<file path="src/rtl/mc_accumulator.sv">
// Multi-channel neuron accumulator: sums per-channel DATA products onto a bias and emits
// one clamped or truncated result per burst; other packet types pass straight through.
module mc_accumulator #(
  parameter int unsigned NETWORK_SIZE  = 256,
  parameter int unsigned PAYLOAD_WIDTH = 32,
  parameter int unsigned NUM_CH        = 4,
  parameter int unsigned OUT_WIDTH     = 32,
  parameter int unsigned SATURATE      = 1,
  localparam int unsigned IN_W      = $clog2(NETWORK_SIZE),
  localparam int unsigned CH_W      = (NUM_CH > 1) ? $clog2(NUM_CH) : 1,
  // clog2(2*sqrt(N)) == 1 + ceil(clog2(N)/2)
  localparam int unsigned SEQ_WIDTH = 1 + ($clog2(NETWORK_SIZE) + 1) / 2,
  localparam int unsigned ACC_W     = IN_W + PAYLOAD_WIDTH
) (
  input  logic                     clk,
  input  logic                     rst,
  input  logic                     MUL_ACC_valid,
  input  logic [2:0]               MUL_ACC_type,
  input  logic [SEQ_WIDTH-1:0]     MUL_ACC_seqNum,
  input  logic [CH_W-1:0]          MUL_ACC_chan,
  input  logic [IN_W-1:0]          MUL_ACC_inputNum,
  input  logic [PAYLOAD_WIDTH-1:0] MUL_ACC_data,
  output logic                     MUL_ACC_halt,
  input  logic                     ACC_AF_halt,
  output logic                     ACC_AF_valid,
  output logic [2:0]               ACC_AF_type,
  output logic [SEQ_WIDTH-1:0]     ACC_AF_seqNum,
  output logic [CH_W-1:0]          ACC_AF_chan,
  output logic [ACC_W-1:0]         ACC_AF_data,
  output logic                     err_drop
);

  localparam logic [2:0] TypeData    = 3'b000;
  localparam logic [2:0] TypeConfInb = 3'b001;

  localparam logic signed [ACC_W-1:0] OutMax = ACC_W'({1'b0, {(OUT_WIDTH-1){1'b1}}});
  localparam logic signed [ACC_W-1:0] OutMin = ~OutMax;

  logic                            stage_valid_q;
  logic [2:0]                      stage_type_q;
  logic [SEQ_WIDTH-1:0]            stage_seq_q;
  logic [CH_W-1:0]                 stage_chan_q;
  logic [IN_W-1:0]                 stage_in_q;
  logic signed [PAYLOAD_WIDTH-1:0] stage_data_q;

  logic signed [PAYLOAD_WIDTH-1:0] bias_q    [NUM_CH];
  logic [IN_W-1:0]                 target_q  [NUM_CH];
  logic [IN_W-1:0]                 counter_q [NUM_CH];
  logic signed [ACC_W-1:0]         partial_q [NUM_CH];
  logic                            err_drop_q;

  logic                     chan_legal, is_data, is_conf, data_ok, last, emit, consume;
  logic [CH_W-1:0]          ch_idx;
  logic [IN_W-1:0]          cur_target, cur_count;
  logic signed [ACC_W-1:0]  sum, result;
  logic signed [OUT_WIDTH-1:0] res_trunc;

  always_comb begin
    chan_legal = 32'(stage_chan_q) < NUM_CH;
    ch_idx     = chan_legal ? stage_chan_q : '0;
    is_data    = stage_type_q == TypeData;
    is_conf    = stage_type_q == TypeConfInb;
    cur_target = target_q[ch_idx];
    cur_count  = counter_q[ch_idx];
    data_ok    = chan_legal && (cur_target != '0);
    last       = (cur_count + 1'b1) == cur_target;
    emit       = stage_valid_q && (!is_data || (data_ok && last));
    consume    = stage_valid_q && !(emit && ACC_AF_halt);

    // First product of a burst starts from the bias, later ones from the partial sum.
    sum = ((cur_count == '0) ? ACC_W'(bias_q[ch_idx]) : partial_q[ch_idx])
          + ACC_W'(stage_data_q);
    res_trunc = sum[OUT_WIDTH-1:0];
    if (SATURATE != 0 && sum > OutMax) begin
      result = OutMax;
    end else if (SATURATE != 0 && sum < OutMin) begin
      result = OutMin;
    end else begin
      result = ACC_W'(res_trunc);
    end
  end

  assign MUL_ACC_halt  = stage_valid_q && emit && ACC_AF_halt;
  assign ACC_AF_valid  = emit;
  assign ACC_AF_type   = stage_type_q;
  assign ACC_AF_seqNum = stage_seq_q;
  assign ACC_AF_chan   = stage_chan_q;
  assign ACC_AF_data   = is_data ? result : {stage_in_q, stage_data_q};
  assign err_drop      = err_drop_q;

  always_ff @(posedge clk or negedge rst) begin
    if (!rst) begin
      stage_valid_q <= 1'b0;
      stage_type_q  <= '0;
      stage_seq_q   <= '0;
      stage_chan_q  <= '0;
      stage_in_q    <= '0;
      stage_data_q  <= '0;
    end else if (!MUL_ACC_halt) begin
      stage_valid_q <= MUL_ACC_valid;
      stage_type_q  <= MUL_ACC_type;
      stage_seq_q   <= MUL_ACC_seqNum;
      stage_chan_q  <= MUL_ACC_chan;
      stage_in_q    <= MUL_ACC_inputNum;
      stage_data_q  <= MUL_ACC_data;
    end
  end

  always_ff @(posedge clk or negedge rst) begin
    if (!rst) begin
      for (int unsigned i = 0; i < NUM_CH; i++) begin
        bias_q[i]    <= '0;
        target_q[i]  <= '0;
        counter_q[i] <= '0;
        partial_q[i] <= '0;
      end
      err_drop_q <= 1'b0;
    end else if (consume) begin
      if (is_conf && chan_legal) begin
        bias_q[ch_idx]    <= stage_data_q;
        target_q[ch_idx]  <= stage_in_q;
        counter_q[ch_idx] <= '0;
        partial_q[ch_idx] <= '0;
      end else if (is_data && data_ok) begin
        if (emit) begin
          counter_q[ch_idx] <= '0;
        end else begin
          partial_q[ch_idx] <= sum;
          counter_q[ch_idx] <= cur_count + 1'b1;
        end
      end else if (is_data) begin
        err_drop_q <= 1'b1;
      end
    end
  end

endmodule
</file>
<file path="config.mk">
export PLATFORM = sky130hd
export DESIGN_NAME = mc_accumulator
export DESIGN_NICKNAME = d
export VERILOG_FILES = /design/src/rtl/mc_accumulator.sv
export SDC_FILE = /design/constraint.sdc
export NUM_CORES = 1
export LEC_CHECK = 0
export ABC_AREA = 0
export CAP_MARGIN = 20
export CORE_UTILIZATION = 42
export DETAILED_ROUTE_END_ITERATION = 8
export SYNTH_ARGS = -nofsm -noshare
export SYNTH_HDL_FRONTEND = slang
export SYNTH_SLANG_ARGS = --single-unit
</file>
<file path="constraint.sdc">
create_clock -name clk -period 11.35 [get_ports clk]
set_clock_uncertainty 0.15 [all_clocks]
set_input_delay 1.135 -clock clk [delete_from_list [all_inputs] [get_ports clk]]
set_output_delay 1.135 -clock clk [all_outputs]
set_load 0.01 [all_outputs]
</file>
==> results_tabular.tex <==
\begin{tabular}{lr}
\hline
Metric & Value \\
\hline
\multicolumn{2}{l}{\textbf{Outcome}} \\
\quad Result of the run & finished, final reports clean \\
\multicolumn{2}{l}{\textbf{Hold path}} \\
\quad Hold Path Depth & 2 \\
\quad Startpoint of the worst hold path & partial\_q[0] \\
\quad Classification of the worst-slack hold path & reg2reg \\
\quad Hold worst-path end & partial\_q[0] \\
\multicolumn{2}{l}{\textbf{Critical path}} \\
\quad Crit path required time & 10070 ps \\
\quad Crit path max fanout & 40 \\
\quad Buf+Inv Stages, Crit Path & 4 \\
\quad Worst path top cell family by delay & simple AND/OR/NAND/NOR gates \\
\quad Worst-case reg-to-reg path depth & 20 \\
\quad CP max stage cell & dfrtp\_4 \\
\quad Cell chain of the critical path & mux4\_2 -> inv\_1 -> ha\_1 -> nor4b\_1 -> nand2\_2 -> buf\_4 -> mux2\_2 -> ha\_1 -> nand2\_1 -> or3\_1 -> nor4\_1 -> o31ai\_1 -> a2111oi\_1 -> nor2\_1 -> o311ai\_1 -> or3\_1 -> o31ai\_4 -> buf\_4 -> o22ai\_1 -> clkdlybuf4s50\_1 \\
\quad Class of the most critical setup path & reg2out \\
\quad Startpoint type of the worst setup path & flop \\
\quad R2R setup slack & 5300 ps \\
\quad Worst r2r src & ACC\_AF\_chan[0] \\
\quad Largest stage delay on the critical path & approximately 700 ps \\
\quad Crit end category & output port \\
\quad Reg-to-reg endpoint & partial\_q[22] \\
\quad Data arrival at the endpoint of the critical path & between 7000 and 8000 ps \\
\multicolumn{2}{l}{\textbf{Clock network}} \\
\quad Clock insertion delay at the later pin of the skew report & a little under 600 ps \\
\quad Root buffer cell & clkbuf\_16 \\
\quad Post-cts resize count & 0 \\
\quad TritonCTS clock tree & done \\
\quad Total clock buffers created by CTS & 45 \\
\quad Clock-pin slew on the worst setup and hold paths & 50 ps \\
\quad Buffer depth of the longest clock path & 3 \\
\quad Post-CTS setup repair buffer count & 0 \\
\quad CTS sink cnt & 404 \\
\quad Number of buffers inserted by hold repair at cts & 0 \\
\quad CTS HTree Levels & 2 \\
\multicolumn{2}{l}{\textbf{GRT}} \\
\quad Global route overflow & 0 \\
\quad Maximum number of pins on one net before global-route repair & about 180 \\
\quad Number of antenna violations at the first check in global routing & 1 \\
\quad Via count of the first global-routing pass & 15200 \\
\quad Wire length of the first global-routing pass & 89700 µm \\
\quad GRT Overall Usage & 0.231 \\
\multicolumn{2}{l}{\textbf{Cells and area}} \\
\quad Most common cell after layout, fill and taps aside & dfrtp\_1 \\
\quad Number of nets in the layout & around 2000 \\
\quad Fraction of layout cells with a size suffix above 1 & 0.212 \\
\quad Final cell area excluding filler cells & around 24000 µm² \\
\quad Count of antenna diodes in the layout & 0 \\
\quad Area growth syn-to-layout & 15.6\% \\
\quad Commonest cells after routing, fill and taps aside & dfrtp\_1 (402), nand2\_1 (268), o21ai\_0 (205), mux2\_2 (194), clkdlybuf4s50\_1 (105) \\
\multicolumn{2}{l}{\textbf{Power and ir drop}} \\
\quad Internal power of the cells & roughly 4.5 mW \\
\quad Total power divided by cell area & approximately 310 nW/µm² \\
\quad Largest vdd supply drop & 0.000170 V \\
\quad Leakage power summed over all cells & roughly 11 nW \\
\quad Power spent charging and discharging nets & 3.05 mW \\
\quad Total power after layout & approximately 7.5 mW \\
\quad Part of the total power dissipated in the clock network & 0.199 \\
\quad Sequential power share & 0.300 \\
\quad Switching portion of total power & 0.406 \\
\quad Gate power share & 0.501 \\
\multicolumn{2}{l}{\textbf{Flow run}} \\
\quad Number of maximum-capacitance violations & 0 \\
\multicolumn{2}{l}{\textbf{Timing}} \\
\quad RSZ-0062 raised after global routing & false \\
\quad Final worst-path setup slack & between 2000 and 3000 ps \\
\quad Final sum of negative setup slack & 0 ps \\
\quad Highest achievable clock rate & roughly 110 MHz \\
\quad Transition time at the pin with the least slew margin & $\sim$1100 ps \\
\quad Final Critical Period & about 9000 ps \\
\quad Share of the cycle needed by the critical path after routing & 0.774 \\
\quad Final setup violation count & 0 \\
\quad Fin. max-slew vios & 0 \\
\quad Worst slew margin relative to its limit & 0.286 \\
\quad Count of final hold-check violations & 0 \\
\multicolumn{2}{l}{\textbf{Logic synthesis}} \\
\quad Synthesis Warnings & 0 \\
\quad Post-synthesis cell type count & between 70 and 80 \\
\quad Synthesized net count & $\sim$1900 \\
\quad Post-synth EDFFs & 0 \\
\quad Area share of the largest cell type after synthesis & 0.489 \\
\quad Gate Count Post-Synth & about 1800 \\
\quad Synth area leaders & dfrtp\_1 (49\%), mux2\_2 (11\%), mux4\_2 (9.6\%), o21ai\_0 (5.0\%), nand2\_1 (4.9\%) \\
\quad Largest area contributor in the netlist & dfrtp\_1 \\
\quad Fraction of synthesis flops using an asynchronous set or reset pin & 1.00 \\
\quad Average cell area after synthesis & between 10 and 15 µm² \\
\quad Total standard cell area after synthesis & 20700 µm² \\
\quad Register bit total from synthesis & $\sim$400 \\
\quad Flip-flop cell with the highest count after synthesis & dfrtp\_1 \\
\quad Part of the Yosys area used for sequential elements & 0.489 \\
\multicolumn{2}{l}{\textbf{Die}} \\
\quad Horiz. Die Dim & $\sim$220 µm \\
\quad Vertical die dimension & 224 µm \\
\quad Effective utilization at floorplan & 0.429 \\
\quad Ports & roughly 110 \\
\quad Site Rows & 80 \\
\quad Die area & 50100 µm² \\
\quad Floorplan core area & roughly 48000 µm² \\
\multicolumn{2}{l}{\textbf{Drt}} \\
\quad Drt pass-1 iters & 5 \\
\quad Starting DRC count in detailed routing & 1170 \\
\quad Number of nets with antenna violations after detailed routing & 0 \\
\quad DRT Wirelength & 56400 µm \\
\quad Average detailed-routed wire length per instance & 22.1 µm \\
\quad Via density & between 5 and 6 \\
\quad Total number of vias & between 10000 and 15000 \\
\quad Number of remaining DRC errors & 0 \\
\multicolumn{2}{l}{\textbf{Placed design}} \\
\quad Last weighted congestion value of the routability-driven placer & 0.887 \\
\quad Pre-CTS setup slack & 3140 ps \\
\quad Count of input and output buffers & between 100 and 150 \\
\quad Placed inst area & around 22000 µm² \\
\quad Final HPWL from detailed placement & 36600 µm \\
\hline
\end{tabular}
## power by group through the flow
stage	sequential, mW	clock (mW)	combinational, mW
floorplan	2.15	0	2.60
global placement	2.24	0	3.69
detailed placement	2.27	0	3.74
CTS	2.25	1.53	3.76
global route	2.31	1.59	4.13
finish	2.25	1.49	3.76
## flip-flops by register name (all words and copies together) (netlist names)
name	cells
ACC_AF_seqNum	5
bias_q	128
partial_q	160
stage_data_q	32
stage_valid_q	1
counter_q	32
err_drop	1
target_q	32
stage_in_q	8
ACC_AF_type	3
ACC_AF_chan	2
## area by class of cell
class	count	area, µm²
clock buffer	71	1370
timing repair buffer	133	1300
clock inverter	10	156
tap	656	821
fill	4260	24200
sequential	404	10100
inverter	23	86.3
multi-input combinational	1255	10100
## worst register-to-register path: stages (launching register included)
cell,delay [ps]
dfrtp_4,700
mux4_2,640
inv_1,90
ha_1,130
nor4b_1,440
nand2_2,70
buf_4,330
mux2_2,340
ha_1,190
inv_1,70
fa_1,400
nand3b_1,200
a21oi_1,240
o211a_1,230
o21ai_0,110
o21ai_0,370
a21boi_0,270
o21a_1,260
xnor2_1,370
nand2_1,180
o21ai_0,190
## worst max-delay path by stage
stage	startpoint	endpoint	depth (start not counted)
after floorplan	ACC_AF_chan[0]	ACC_AF_data[21]	20
after global placement	ACC_AF_chan[0]	ACC_AF_data[30]	20
after detailed placement	ACC_AF_chan[0]	ACC_AF_data[30]	20
after CTS	ACC_AF_chan[0]	ACC_AF_data[30]	20
after global routing	ACC_AF_chan[0]	ACC_AF_data[3]	20
final	ACC_AF_chan[0]	ACC_AF_data[30]	20
## logic make-up after synthesis
| group | after synthesis | synth area share |
|---|---|---|
| AO/OA/AOI/OAI | 395 | 0.115 |
| XOR/XNOR | 48 | 0.0210 |
| adder cells (fa/ha/maj) | 43 | 0.0264 |
| buffers and inverters | 139 | 0.0281 |
| flip-flops | 404 | 0.489 |
| multiplexers | 328 | 0.227 |
| AND/OR/NAND/NOR | 441 | 0.0942 |
## per-stage QoR
step | util | hold slack, ps | instances
detailed placement | 0.465 | 316 | 2469
global placement | 0.464 | 306 | 2468
floorplan | - | 290 | 1798
CTS | 0.496 | 328 | 2550
finish | 0.497 | 326 | 2552
global route | 0.497 | 348 | 2552
## synthesized netlist by cell type (3+ instances only)
cell type / number
nor3b_1: 3
a211o_1: 4
o211ai_1: 4
a21o_1: 11
mux4_2: 88
buf_1: 22
nor3_1: 17
mux2_2: 194
buf_2: 11
xnor2_1: 29
o21ai_0: 205
nor4_1: 5
nand3_1: 16
o31ai_1: 6
mux2_1: 45
nor2b_1: 9
clkbuf_1: 73
nor2_1: 62
o21ai_1: 5
xor2_1: 18
or4_1: 4
dfrtp_1: 404
o21bai_1: 4
ha_1: 42
or3_1: 8
a32o_1: 4
a21oi_1: 49
nand2_1: 271
a22o_1: 32
a31oi_1: 3
o22ai_1: 32
inv_1: 23
and3_1: 7
or2_2: 4
o21a_1: 10
a41oi_1: 3
nand2b_1: 7
buf_4: 8
and2_1: 6
nand4_1: 9
## routing by layer
| metal | track usage | routed length [µm] | vias up |
|---|---|---|---|
| met5 | 0 | 10 | - |
| met4 | 0.0804 | 1750 | 2 |
| met3 | 0.0292 | 2300 | 101 |
| met2 | 0.382 | 27500 | 344 |
| met1 | 0.314 | 24800 | 7546 |
| li1 | - | - | 6679 |
No activity file was read; power rests on OpenSTA's default activity.
